[src/rtl/uart_tx_fifo_if.sv]
// Host-to-transmitter word handshake for uart_tx_fifo.
// valid/ready: a word transfers on a rising edge where in_valid && in_ready; in_data is only
// required to be stable in that cycle, and in_valid must not wait on in_ready.
interface uart_tx_fifo_if #(
    parameter int DATA_W = 8
);
    logic              in_valid;
    logic [DATA_W-1:0] in_data;
    logic              in_ready;

    modport master (output in_valid, output in_data, input in_ready);
    modport slave  (input in_valid, input in_data, output in_ready);
endinterface

[src/rtl/uart_tx_fifo.sv]
// Parametrised UART transmitter (5..9 data bits, none/even/odd parity, 1 or 2 stop bits)
// fed by a small FIFO so queued words go out back-to-back with no idle gap.
module uart_tx_fifo #(
    parameter int DATA_W       = 8,
    parameter int BPS          = 9_600,
    parameter int SYS_CLK_FREQ = 50_000_000,
    parameter int FIFO_DEPTH   = 4
) (
    input  logic                             sys_clk,
    input  logic                             sys_reset_n,
    uart_tx_fifo_if.slave                    in_if,
    input  logic [1:0]                       parity_mode,
    input  logic                             stop_two,
    output logic                             tx_out,
    output logic                             tx_busy,
    output logic                             tx_done,
    output logic [$clog2(FIFO_DEPTH+1)-1:0]  fifo_count,
    output logic [2:0]                       dbg_state
);
    localparam int CPB    = SYS_CLK_FREQ / BPS;
    localparam int CNT_W  = (CPB > 1) ? $clog2(CPB) : 1;
    localparam int PTR_W  = $clog2(FIFO_DEPTH);
    localparam int FCNT_W = $clog2(FIFO_DEPTH + 1);

    localparam logic [CNT_W-1:0]  CYC_LAST = CNT_W'(CPB - 1);
    localparam logic [3:0]        BIT_LAST = 4'(DATA_W - 1);
    localparam logic [FCNT_W-1:0] FULL     = FCNT_W'(FIFO_DEPTH);

    typedef enum logic [2:0] {
        S_IDLE   = 3'd0,
        S_START  = 3'd1,
        S_DATA   = 3'd2,
        S_PARITY = 3'd3,
        S_STOP   = 3'd4
    } state_t;

    // FIFO storage and bookkeeping
    logic [DATA_W-1:0] mem_q [FIFO_DEPTH];
    logic [PTR_W-1:0]  wr_ptr_q;
    logic [PTR_W-1:0]  rd_ptr_q;
    logic [FCNT_W-1:0] count_q;
    logic [FCNT_W-1:0] count_d;
    logic              push;
    logic              pop;
    logic [DATA_W-1:0] head;

    // Frame state
    state_t            state_q;
    logic [CNT_W-1:0]  cyc_q;
    logic [3:0]        bit_q;
    logic [DATA_W-1:0] shift_q;
    logic              par_bit_q;
    logic              par_en_q;
    logic              stop2_q;
    logic              tx_q;
    logic              done_q;
    logic              bit_end;
    logic              stop_final;

    assign in_if.in_ready = (count_q < FULL);
    assign push           = in_if.in_valid && in_if.in_ready;
    assign head           = mem_q[rd_ptr_q];

    assign bit_end    = (cyc_q == CYC_LAST);
    assign stop_final = (state_q == S_STOP) && bit_end && (bit_q[0] || !stop2_q);
    // Pops use the registered count, so a word never falls through in its write cycle.
    assign pop        = (count_q != '0) && ((state_q == S_IDLE) || stop_final);

    always_comb begin
        count_d = count_q;
        case ({push, pop})
            2'b10:   count_d = count_q + 1'b1;
            2'b01:   count_d = count_q - 1'b1;
            default: count_d = count_q;
        endcase
    end

    always_ff @(posedge sys_clk or negedge sys_reset_n) begin
        if (!sys_reset_n) begin
            wr_ptr_q <= '0;
            rd_ptr_q <= '0;
            count_q  <= '0;
        end else begin
            if (push) wr_ptr_q <= wr_ptr_q + 1'b1;
            if (pop)  rd_ptr_q <= rd_ptr_q + 1'b1;
            count_q <= count_d;
        end
    end

    always_ff @(posedge sys_clk) begin
        if (push) mem_q[wr_ptr_q] <= in_if.in_data;
    end

    always_ff @(posedge sys_clk or negedge sys_reset_n) begin
        if (!sys_reset_n) begin
            state_q   <= S_IDLE;
            cyc_q     <= '0;
            bit_q     <= '0;
            shift_q   <= '0;
            par_bit_q <= 1'b0;
            par_en_q  <= 1'b0;
            stop2_q   <= 1'b0;
            tx_q      <= 1'b1;
            done_q    <= 1'b0;
        end else begin
            done_q <= 1'b0;
            if (state_q != S_IDLE) cyc_q <= bit_end ? '0 : cyc_q + 1'b1;

            unique case (state_q)
                S_IDLE: begin
                    tx_q <= 1'b1;
                end
                S_START: begin
                    if (bit_end) begin
                        state_q <= S_DATA;
                        tx_q    <= shift_q[0];
                        bit_q   <= '0;
                    end
                end
                S_DATA: begin
                    if (bit_end) begin
                        shift_q <= shift_q >> 1;
                        if (bit_q == BIT_LAST) begin
                            bit_q <= '0;
                            if (par_en_q) begin
                                state_q <= S_PARITY;
                                tx_q    <= par_bit_q;
                            end else begin
                                state_q <= S_STOP;
                                tx_q    <= 1'b1;
                            end
                        end else begin
                            bit_q <= bit_q + 1'b1;
                            tx_q  <= shift_q[1];
                        end
                    end
                end
                S_PARITY: begin
                    if (bit_end) begin
                        state_q <= S_STOP;
                        tx_q    <= 1'b1;
                        bit_q   <= '0;
                    end
                end
                S_STOP: begin
                    if (stop_final) begin
                        done_q  <= 1'b1;
                        state_q <= S_IDLE;
                        tx_q    <= 1'b1;
                    end else if (bit_end) begin
                        bit_q <= 4'd1;
                    end
                end
                default: begin
                    state_q <= S_IDLE;
                    tx_q    <= 1'b1;
                end
            endcase

            // A pop overrides the case above: both the idle start and the zero-gap chain land here.
            if (pop) begin
                state_q   <= S_START;
                shift_q   <= head;
                par_bit_q <= (^head) ^ (parity_mode == 2'b10);
                par_en_q  <= (parity_mode == 2'b01) || (parity_mode == 2'b10);
                stop2_q   <= stop_two;
                tx_q      <= 1'b0;
                cyc_q     <= '0;
                bit_q     <= '0;
            end
        end
    end

    assign tx_out     = tx_q;
    assign tx_done    = done_q;
    assign tx_busy    = (state_q != S_IDLE);
    assign fifo_count = count_q;
    assign dbg_state  = state_q;

endmodule

[src/flat_wrapper.sv]
// flat-port wrapper written by rule: the top's interface ports become plain ports
module uart_tx_fifo_flat 
#(
    parameter int DATA_W       = 8,
    parameter int BPS          = 9_600,
    parameter int SYS_CLK_FREQ = 50_000_000,
    parameter int FIFO_DEPTH   = 4
)
  (sys_clk, sys_reset_n, parity_mode, stop_two, tx_out, tx_busy, tx_done, fifo_count, dbg_state, in_if_in_valid, in_if_in_data, in_if_in_ready);
  uart_tx_fifo_if #(.DATA_W(DATA_W)) in_if_i ();
  input  logic sys_clk;
  input  logic sys_reset_n;
  input  logic [1:0] parity_mode;
  input  logic stop_two;
  output logic tx_out;
  output logic tx_busy;
  output logic tx_done;
  output logic [$clog2(FIFO_DEPTH+1)-1:0] fifo_count;
  output logic [2:0] dbg_state;
  input wire logic [$bits(in_if_i.in_valid)-1:0] in_if_in_valid;
  input wire logic [$bits(in_if_i.in_data)-1:0] in_if_in_data;
  output wire logic [$bits(in_if_i.in_ready)-1:0] in_if_in_ready;
  assign in_if_i.in_valid = in_if_in_valid;
  assign in_if_i.in_data = in_if_in_data;
  assign in_if_in_ready = in_if_i.in_ready;
  uart_tx_fifo #(.DATA_W(DATA_W), .BPS(BPS), .SYS_CLK_FREQ(SYS_CLK_FREQ), .FIFO_DEPTH(FIFO_DEPTH)) u_core (.sys_clk(sys_clk), .sys_reset_n(sys_reset_n), .in_if(in_if_i), .parity_mode(parity_mode), .stop_two(stop_two), .tx_out(tx_out), .tx_busy(tx_busy), .tx_done(tx_done), .fifo_count(fifo_count), .dbg_state(dbg_state));
endmodule
[config.mk]
export PLATFORM = sky130hd
export DESIGN_NAME = uart_tx_fifo_flat
export DESIGN_NICKNAME = d
export VERILOG_FILES = /design/src/rtl/uart_tx_fifo_if.sv /design/src/rtl/uart_tx_fifo.sv /design/src/flat_wrapper.sv
export SDC_FILE = /design/constraint.sdc
export NUM_CORES = 1
export LEC_CHECK = 0
export ABC_CLOCK_PERIOD_IN_PS = 7790
export BUFFER_PORTS_ARGS = -buffer_cell sky130_fd_sc_hd__buf_2
export CAP_MARGIN = 20
export CORE_ASPECT_RATIO = 0.8
export CORE_UTILIZATION = 55
export CTS_CLUSTER_SIZE = 14
export DETAILED_ROUTE_END_ITERATION = 16
export PLACE_DENSITY_LB_ADDON = 0.3
export SLEW_MARGIN = 40
export SYNTH_ARGS = -nofsm -noshare
export SYNTH_HDL_FRONTEND = slang
export SYNTH_SLANG_ARGS = --single-unit
[constraint.sdc]
create_clock -name sys_clk -period 7.79 [get_ports sys_clk]
set_clock_uncertainty 0.1 [all_clocks]
set_input_delay 0.3895 -clock sys_clk [delete_from_list [all_inputs] [get_ports sys_clk]]
set_output_delay 0.3895 -clock sys_clk [all_outputs]
set_load 0.02 [all_outputs]
==> results of run 1 <==
==> cell usage after synthesis (all sizes together) (2+ instances only) <==
master | n | area share (%)
a31oi | 7 | 1.2
nor2 | 16 | 1.7
and2 | 5 | 0.88
o21ai | 30 | 4.6
a211oi | 2 | 0.42
a21oi | 6 | 0.85
nand3 | 7 | 0.99
inv | 16 | 1.7
nor4 | 4 | 0.71
clkbuf | 7 | 0.78
xor2 | 3 | 0.74
xnor2 | 14 | 3.5
a21o | 2 | 0.42
and3 | 2 | 0.35
nand2b | 5 | 1.1
ha | 8 | 2.8
dfrtp | 39 | 28
or3 | 4 | 0.85
nor2b | 2 | 0.35
nor3 | 14 | 2.3
nand2 | 17 | 1.9
nand3b | 9 | 1.9
o31ai | 4 | 0.85
o22ai | 2 | 0.35
o41ai | 2 | 0.49
edfxtp | 32 | 27
mux4 | 8 | 5.1
buf | 6 | 1.4
==> metal layers <==
metal  track usage, %  vias to the layer above
met5                0                        -
li1                 -                     1128
met3            6.522                       11
met2            35.42                       68
met4            5.729                        0
met1            30.71                     1151
==> layout by cell type (no fill, tap or decap), drive strengths merged, types with 3 or more instances in the layout <==
| cell | n |
|---|---|
| dfrtp | 39 |
| edfxtp | 32 |
| o21ai | 30 |
| buf | 24 |
| nand2 | 17 |
| nor2 | 16 |
| inv | 16 |
| xnor2 | 14 |
| nor3 | 14 |
| nand3b | 9 |
| clkbuf | 9 |
| mux4 | 8 |
| ha | 8 |
| nand3 | 7 |
| a31oi | 7 |
| a21oi | 6 |
| and2 | 5 |
| nand2b | 5 |
| clkinv | 5 |
| nor4 | 4 |
| or3 | 4 |
| o31ai | 4 |
| xor2 | 3 |
==> stage by stage <==
stage               cell area, um2  std cells  setup WS (ns)  total power, mW
global route                  3906        403          4.471            1.462
detailed placement            3711        387          4.636            1.097
floorplan                     3545        295          4.935           0.9770
finish                        3906        403          4.634            1.371
global placement              3696        387          4.695            1.073
CTS                           3906        403          4.625            1.381
==> worst paths after layout <==
path	startpoint	to	slack [ns]	cells after the start
setup / recovery	u_core.cyc_q[9]	u_core.fifo_count[2]	4.63	11
hold / removal	in_if_in_data[4]	u_core.mem_q[2][4]	0.16	1
setup reg to reg	u_core.cyc_q[9]	u_core.fifo_count[2]	4.63	11
hold reg to reg	u_core.bit_q[3]	u_core.bit_q[3]	0.40	1
max in group asynchronous	sys_reset_n	u_core.cyc_q[12]	6.78	2
min in group asynchronous	sys_reset_n	u_core.fifo_count[2]	0.45	2
==> report_power, final <==
group / switching, mW / leakage, nW / internal, mW
Sequential: 0.0881 / 0.792 / 0.492
Combinational: 0.275 / 0.623 / 0.236
Clock: 0.136 / 0.0965 / 0.145
Total: 0.499 / 1.51 / 0.872
==> sequential cells by signal (all words and copies together) (netlist names) <==
register	count
u_core.bit_q	4
u_core.cyc_q	13
u_core.dbg_state	3
u_core.fifo_count	3
u_core.mem_q	32
u_core.par_bit_q	1
u_core.par_en_q	1
u_core.rd_ptr_q	2
u_core.shift_q	8
u_core.stop2_q	1
u_core.tx_done	1
u_core.tx_out	1
u_core.wr_ptr_q	2
==> area by class of cell <==
class | instances | area [um2]
Clock buffer | 9 | 123.9
Clock inverter | 6 | 61.31
Fill cell | 478 | 2162
Inverter | 16 | 60.06
Multi-Input combinational cell | 194 | 1461
Sequential cell | 72 | 1963
Tap cell | 81 | 101.3
Timing Repair Buffer | 25 | 135.1
==> cells by family after synthesis <==
kind of cell / Yosys count / synth area share [%]
compound gates: 66 / 11.97
xor+xnor: 18 / 4.836
fa+ha+maj: 9 / 3.389
buf+inv: 29 / 3.882
flops: 72 / 55.38
mux: 10 / 5.789
simple gates: 91 / 14.75
==> repair_timing <==
item | in CTS | in global routing
resized for setup | 0 | 0
hold endpoints to repair | 39 | 0
hold buffers | 1 | 0
==> reports/results.txt, run 1 <==
outcome: completed
max-slew violation count: 0
number of buffers created by CTS: 9
count of buffers from port buffering: 23
Mean Syn Cell Area: 12.02 um2
final net count: 341
wire length on met1: 3087 um
number of violations reported at the end of detailed-routing iteration 0: 201
CP max-delay cell: sky130_fd_sc_hd__or4b_4
# setup viols final: 0
final routed wirelength across all metal layers: 6610 um
Max Freq: 316.9 MHz
Num Clock Sinks: 72
HPWL after detailed placement: 4614 um
worst endpoint required time: 7.96 ns
share of the clock period used by the worst path after layout: 40.51%
number of synthesized register bits: 72
Met2 Wirelength: 3100 um
Finished Core Util: 64.37%
share of async-settable or async-resettable flops after synthesis: 55.56%
critical path, cell by cell: or4b_4, or3_4, o21ai_4, nand2_2, inv_2, ha_1, inv_1, fa_1, xor2_1, nor2_1, xnor2_1
Wirelength per Cell: 16.40 um
fraction of layout instances using a drive strength above 1: 18.32%
max_slew headroom: 50.97%
deepest level of the CTS H-tree: 3
Remaining Overflow, GRT: 0
Setup Fix Bufs, Post-CTS: 0
Tightest Pin Transition: 0.7310 ns
endpoints failing hold: 0
critical path type: flop to flop
top flip-flop cell by instance count after synthesis: sky130_fd_sc_hd__dfrtp_1
category of the worst setup path capture point: flop
nets in the synthesized netlist: 318
top routing layer in use: met4
Area Growth Syn to Fin: 10.20%
length of routed met3 wiring: 346 um
first-pass GRT wire length: 11,390 um
cell chosen for the clock root: sky130_fd_sc_hd__clkbuf_8
delay of the slowest cell on the worst path: 0.59 ns
Synth warnings: 0
worst hold path type: primary input to flop
number of antenna cells inserted: 0
total via count in the routed design: 2,358
mapped cell area: 3545 um2
effective utilization at floorplan: 58.41%
number of vias per cell after detailed routing: 5.851
tightest hold margin: 0.1588 ns
antenna violations before repair: 0
TritonCTS clock tree: yes
static power due to leakage: 1.512 nW
num rows: 25
maximum buffer depth of the clock tree: 2
core region area: 6068 um2
synthesized instance count: 295
critical path data arrival time: 3.33 ns
fin crit period: 3.156 ns
PwrDens: 351.0 nW/um2
Max Cap Viol: 0
Worst-Skew Late Latency: 0.34 ns
count of buffering cells on the critical path with inverters included: 2
worst voltage drop across the vdd grid: 163.8 uV
sequential fraction of the synthesis area: 55.38%
Die ar.: 6772 um2
via count of the first global-routing pass: 2,243
type of element launching the critical path: flop
library cells used by synthesis: 60
unrepaired setup endpoints after global routing: no
vertical extent of the die: 73.81 um
Post-DRT Antenna Nets: 0
Max FO, Critical Path: 11
post-CTS clock slew at the launch and capture registers of the worst setup and hold paths: 0.08 ns
accumulated negative setup slack: 0 ns
largest net degree at the start of global routing: 41
length of the first detailed-routing pass in iterations: 4
Total GRT Usage: 22.36%
Placer Congestion: 0.8968
die extent in x: 91.76 um
residual DRC count: 0
EDFF count, synth: 32
crit-path leading delay family: simple AND/OR/NAND/NOR gates
Top Ports: 24
No activity file was read; power rests on OpenSTA's default activity.
==> inputs of run 2 (changes only) <==
--- a/config.mk
+++ b/config.mk
@@ -5,11 +5,11 @@
 export SDC_FILE = /design/constraint.sdc
 export NUM_CORES = 1
 export LEC_CHECK = 0
-export ABC_CLOCK_PERIOD_IN_PS = 7790
+export ABC_CLOCK_PERIOD_IN_PS = 2690
 export BUFFER_PORTS_ARGS = -buffer_cell sky130_fd_sc_hd__buf_2
 export CAP_MARGIN = 20
 export CORE_ASPECT_RATIO = 0.8
-export CORE_UTILIZATION = 55
+export CORE_UTILIZATION = 54
 export CTS_CLUSTER_SIZE = 14
 export DETAILED_ROUTE_END_ITERATION = 16
 export PLACE_DENSITY_LB_ADDON = 0.3
==> constraint.sdc (replaced) <==
create_clock -name sys_clk -period 2.69 [get_ports sys_clk]
set_clock_uncertainty 0.1 [all_clocks]
set_input_delay 0.1345 -clock sys_clk [delete_from_list [all_inputs] [get_ports sys_clk]]
set_output_delay 0.1345 -clock sys_clk [all_outputs]
set_load 0.02 [all_outputs]
==> run 2 against run 1 <==
Against the previous run: the run now ends with negative setup slack left; count of clock-buffer cells in the layout did not move; non-clock buffer count rose by 35; register-to-register slack worse by 4.6 ns; power rose to 3.0 times the previous value; setup slack lost 4.6 ns; cell area is 8.1% higher; sequential share of layout area fell by 3.8 points; largest cell class unchanged.
==> reports/results.txt, run 2 (synthesis results as in run 1) <==
outcome: finished with violations
failing checks: negative setup slack
Setup Fix Bufs, Post-CTS: 0
post-CTS clock slew at the launch and capture registers of the worst setup and hold paths: 0.08 ns
critical path type: flop to flop
first-pass GRT wire length: 11,410 um
effective utilization at floorplan: 55.59%
maximum buffer depth of the clock tree: 2
minimum setup slack after placement: -0.01236 ns
final net count: 376
Filler cells: 495
endpoints failing hold: 0
Num Clock Sinks: 72
unrepaired setup endpoints after global routing: yes
residual DRC count: 0
tightest hold margin: 0.08188 ns
total power of the final layout: 4.152 mW
final non-filler cell area: 4222 um2
reg2reg start: u_core.cyc_q[7]
fraction of layout instances using a drive strength above 1: 24.30%
# setup viols final: 1
count of cells resized by post-cts repair: 0
slack of the critical path: -0.005506 ns
fin crit period: 2.696 ns
Max Cap Viol: 0
worst voltage drop across the vdd grid: 447.8 uV
number of antenna cells inserted: 0
number of vias per cell after detailed routing: 5.525
Remaining Overflow, GRT: 0
area of placed instances: 3910 um2
Max FO, Critical Path: 2
number of violations reported at the end of detailed-routing iteration 0: 89
reg2reg path depth: 11
static power due to leakage: 1.680 nW
Top Ports: 24
highest-count cells in the layout ignoring fill and taps: 39 x sky130_fd_sc_hd__dfrtp_1, 32 x sky130_fd_sc_hd__edfxtp_1, 27 x sky130_fd_sc_hd__buf_4, 25 x sky130_fd_sc_hd__o21ai_0, 22 x sky130_fd_sc_hd__buf_2
count of buffers from port buffering: 23
Wirelength per Cell: 15.34 um
largest register by flop count: u_core.mem_q
PwrDens: 983.6 nW/um2
most frequent standard cell in the layout excluding fill and tap cells: sky130_fd_sc_hd__dfrtp_1
num rows: 26
accumulated negative setup slack: -0.005506 ns
Post-DRT Antenna Nets: 0
category of the worst setup path capture point: flop
cell chosen for the clock root: sky130_fd_sc_hd__clkbuf_8
HPWL after detailed placement: 4812 um
max_slew headroom: 56.40%
share of the clock period used by the worst path after layout: 100.2%
Total GRT Usage: 22.46%
total via count in the routed design: 2,442
final routed wirelength across all metal layers: 6780 um
register-to-register setup slack: -0.006 ns
die extent in x: 92.58 um
Tightest Pin Transition: 0.6502 ns
via count of the first global-routing pass: 2,396
Die ar.: 6894 um2
largest net degree at the start of global routing: 41
number of flip-flops in the largest register: 32
worst endpoint required time: 2.86 ns
Hold Crit Depth: 4
Area Growth Syn to Fin: 19.10%
antenna violations before repair: 0
length of the first detailed-routing pass in iterations: 4
type of element launching the critical path: flop
core region area: 6376 um2
critical path data arrival time: 2.86 ns
worst hold path type: primary input to flop
deepest level of the CTS H-tree: 3
max-slew violation count: 0
Max Freq: 371.0 MHz
Placer Congestion: 0.8637
end point of the worst hold path: u_core.par_en_q
Critical R2R Capture: u_core.fifo_count[2]
Worst-Skew Late Latency: 0.34 ns
largest registers: u_core.mem_q (32), u_core.cyc_q (13), u_core.shift_q (8)
hold path startpoint: parity_mode[0]
vertical extent of the die: 74.47 um
TritonCTS clock tree: yes
number of buffers created by CTS: 9
==> run 2: cell count changes in the layout (fill, tap and decap cells not counted), moves of 2 or more <==
cell	delta
sky130_fd_sc_hd__inv_6	+4
sky130_fd_sc_hd__buf_4	+25
sky130_fd_sc_hd__clkinv_2	-2
sky130_fd_sc_hd__dlygate4sd3_1	+10
==> run 2: worst max path at each step <==
stage	startpoint	end	slack, ns	cells after the start
after floorplan	u_core.cyc_q[7]	u_core.fifo_count[2]	-0.09	11
after global placement	u_core.cyc_q[7]	u_core.fifo_count[2]	0.03	11
after detailed placement	u_core.cyc_q[7]	u_core.fifo_count[2]	-0.01	11
after CTS	u_core.cyc_q[7]	u_core.fifo_count[2]	-0.02	11
after global routing	u_core.cyc_q[7]	u_core.fifo_count[2]	-0.13	11
final	u_core.cyc_q[7]	u_core.fifo_count[2]	-0.006	11
==> run 2: timing repair <==
action	CTS	global route
hold endpoints to repair	73	0
setup endpoints to repair	1	1
pin swaps	1	0
hold buffers	11	0
==> run 2: cell type report <==
class	count	area, um2	share of cell area, %
Sequential cell	72	1963	46.50
Multi-Input combinational cell	194	1469	34.80
Timing Repair Buffer	60	422.9	10.02
Clock buffer	9	123.9	2.934
Tap cell	84	105.1	2.490
Clock inverter	7	77.57	1.838
Inverter	16	60.06	1.423
==> run 2: power by group <==
part | switching, mW | internal [mW]
clock network | 0.423 | 0.440
registers | 0.182 | 1.42
logic | 0.890 | 0.793
total | 1.50 | 2.66
==> run 2: per-stage QoR <==
step           cells  utilization [%]
6_report         442            66.21
3_5_place_dp     415            61.32
3_3_place_gp     415            61.20
4_1_cts          442            66.21
2_1_floorplan    295                -
5_1_grt          442            66.21
==> run 2: layer usage <==
metal,part of all wire [%],wire length (um),GRT usage [%],vias to the layer above
li1,-,-,-,1213
met1,48,3253,29.33,1176
met2,47,3159,36.87,47
met3,4.5,302,6.339,6
met4,0.94,64,7.465,0
met5,0,0,0,-
==> run 2: worst max-delay path, cell delays in order (launching register included) <==
cell	delay, ns
sky130_fd_sc_hd__dfrtp_1	0.38
sky130_fd_sc_hd__or4bb_4	0.54
sky130_fd_sc_hd__or3_4	0.42
sky130_fd_sc_hd__o21ai_4	0.15
sky130_fd_sc_hd__nand2_2	0.08
sky130_fd_sc_hd__inv_2	0.08
sky130_fd_sc_hd__ha_4	0.13
sky130_fd_sc_hd__inv_1	0.05
sky130_fd_sc_hd__fa_2	0.33
sky130_fd_sc_hd__xor2_1	0.14
sky130_fd_sc_hd__nor2_1	0.11
sky130_fd_sc_hd__xnor2_1	0.12
==> inputs of run 3 (changes only) <==
--- a/config.mk
+++ b/config.mk
@@ -13,6 +13,7 @@
 export CTS_CLUSTER_SIZE = 14
 export DETAILED_ROUTE_END_ITERATION = 16
 export PLACE_DENSITY_LB_ADDON = 0.3
+export SETUP_SLACK_MARGIN = 0.3
 export SLEW_MARGIN = 40
 export SYNTH_ARGS = -nofsm -noshare
 export SYNTH_HDL_FRONTEND = slang
==> run 3 against run 2 <==
Against the previous run: the run still ends with negative setup slack left; die area stayed put; non-clock buffer count grew 11; critical path depth is the same; count of clock-buffer cells in the layout is the same; combinational power up 10%; sequential cell count unchanged; critical path type unchanged; largest cell class unchanged.
==> reports/results.txt, run 3 (synthesis results as in run 1) <==
outcome: finished with violations
failing checks: negative setup slack
endpoints failing hold: 0
largest registers: u_core.mem_q (32), u_core.cyc_q (13), u_core.shift_q (8)
effective utilization at floorplan: 55.59%
final routed wirelength across all metal layers: 7981 um
largest register by flop count: u_core.mem_q
Area Growth Syn to Fin: 24.85%
first-pass GRT wire length: 12,320 um
Num Clock Sinks: 72
worst voltage drop across the vdd grid: 535.7 uV
type of element launching the critical path: flop
number of buffers created by CTS: 9
max-slew violation count: 0
number of flip-flops in the largest register: 32
worst endpoint required time: 2.86 ns
Finished Core Util: 69.41%
final net count: 388
residual DRC count: 0
critical path data arrival time: 3.01 ns
most frequent standard cell in the layout excluding fill and tap cells: sky130_fd_sc_hd__dfrtp_1
via count of the first global-routing pass: 2,469
Max Freq: 352.0 MHz
Total GRT Usage: 24.32%
Max Cap Viol: 0
post-CTS clock slew at the launch and capture registers of the worst setup and hold paths: 0.08 ns
Wirelength per Cell: 17.58 um
Post-DRT Antenna Nets: 0
Tightest Pin Transition: 0.7247 ns
minimum setup slack after placement: -0.04145 ns
vertical extent of the die: 74.47 um
slack of the critical path: -0.1510 ns
cell chosen for the clock root: sky130_fd_sc_hd__clkbuf_8
worst hold path type: primary input to flop
FF/Latch Area: 1963 um2
unrepaired setup endpoints after global routing: yes
Max FO, Critical Path: 2
num rows: 26
maximum buffer depth of the clock tree: 2
accumulated negative setup slack: -0.1874 ns
core region area: 6376 um2
fin crit period: 2.841 ns
category of the worst setup path capture point: flop
share of the clock period used by the worst path after layout: 105.6%
fraction of layout instances using a drive strength above 1: 30.00%
PwrDens: 997.9 nW/um2
Remaining Overflow, GRT: 0
total via count in the routed design: 2,620
largest net degree at the start of global routing: 41
Top Ports: 24
Placer Congestion: 0.8455
HPWL after detailed placement: 5102 um
max_slew headroom: 51.25%
die extent in x: 92.58 um
highest-count cells in the layout ignoring fill and taps: 39 x sky130_fd_sc_hd__dfrtp_1, 35 x sky130_fd_sc_hd__buf_4, 32 x sky130_fd_sc_hd__edfxtp_1, 25 x sky130_fd_sc_hd__o21ai_0, 22 x sky130_fd_sc_hd__buf_2
length of the first detailed-routing pass in iterations: 4
TritonCTS clock tree: yes
final non-filler cell area: 4425 um2
# setup viols final: 3
deepest level of the CTS H-tree: 3
number of antenna cells inserted: 0
count of buffers from port buffering: 23
antenna violations before repair: 0
area of placed instances: 3887 um2
number of vias per cell after detailed routing: 5.771
static power due to leakage: 1.767 nW
area taken by multi-input logic gates: 1564 um2
critical path type: flop to flop
Die ar.: 6894 um2
Worst-Skew Late Latency: 0.36 ns
Filler cells: 451
number of violations reported at the end of detailed-routing iteration 0: 152
-- run 3: final cells by class --
class | instances | share of cell area [%]
clock buffer | 9 | 2.799
clock inverter | 7 | 1.894
inverter | 16 | 1.357
multi-input combinational | 195 | 35.34
sequential | 72 | 44.36
tap | 84 | 2.375
timing repair buffer | 71 | 11.87
-- run 3: timing repair --
item | CTS | global route
gates cloned | 0 | 1
hold buffers | 11 | 0
resized for setup | 5 | 11
setup buffers | 10 | 5
pin swaps | 11 | 8
setup endpoints to repair | 4 | 17
hold endpoints to repair | 74 | 0
-- run 3: path summary, 6_finish.rpt --
path,to,start,cells past startpoint,slack (ns)
max reg2reg,u_core.fifo_count[2],u_core.cyc_q[5],11,-0.15
max in group asynchronous,u_core.cyc_q[4],sys_reset_n,2,1.93
min in group asynchronous,u_core.bit_q[1],sys_reset_n,2,0.18
min reg2reg,u_core.bit_q[3],u_core.bit_q[3],1,0.40
min,u_core.par_en_q,parity_mode[0],4,0.07
max,u_core.fifo_count[2],u_core.cyc_q[5],11,-0.15
-- run 3: power breakdown --
part | internal (mW) | switching, mW | total, mW
combinational | 0.892 | 0.955 | 1.85
sequential | 1.42 | 0.244 | 1.67
clock | 0.446 | 0.456 | 0.901
total | 2.76 | 1.66 | 4.42
-- run 3: worst max-delay path: stages, from the launching register on --
cell and delay, ns:
sky130_fd_sc_hd__dfrtp_1 0.38, sky130_fd_sc_hd__or4bb_4 0.54, sky130_fd_sc_hd__or3_4 0.43, sky130_fd_sc_hd__o21ai_4 0.15, sky130_fd_sc_hd__nand2_2 0.09, sky130_fd_sc_hd__inv_2 0.09
sky130_fd_sc_hd__ha_4 0.13, sky130_fd_sc_hd__inv_2 0.04, sky130_fd_sc_hd__fa_2 0.34, sky130_fd_sc_hd__xor2_1 0.15, sky130_fd_sc_hd__nor2_1 0.15, sky130_fd_sc_hd__xnor2_1 0.17
-- run 3: through the flow --
stage / hold slack [ns] / cells / total power, mW
after floorplan: -0.2611 / 295 / 2.850
after global placement: 0.2057 / 411 / 3.201
after detailed placement: 0.03999 / 411 / 3.284
after CTS: 0.07180 / 448 / 4.272
after global routing: 0.07986 / 454 / 4.675
final: 0.07113 / 454 / 4.416
-- run 3: per-layer routing --
layer	global-route usage [%]	share of wire (%)	up-vias
met4	8.681	1.6	0
li1	-	-	1230
met2	38.02	48	81
met5	0	0	-
met1	33.33	45	1297
met3	6.544	4.7	12
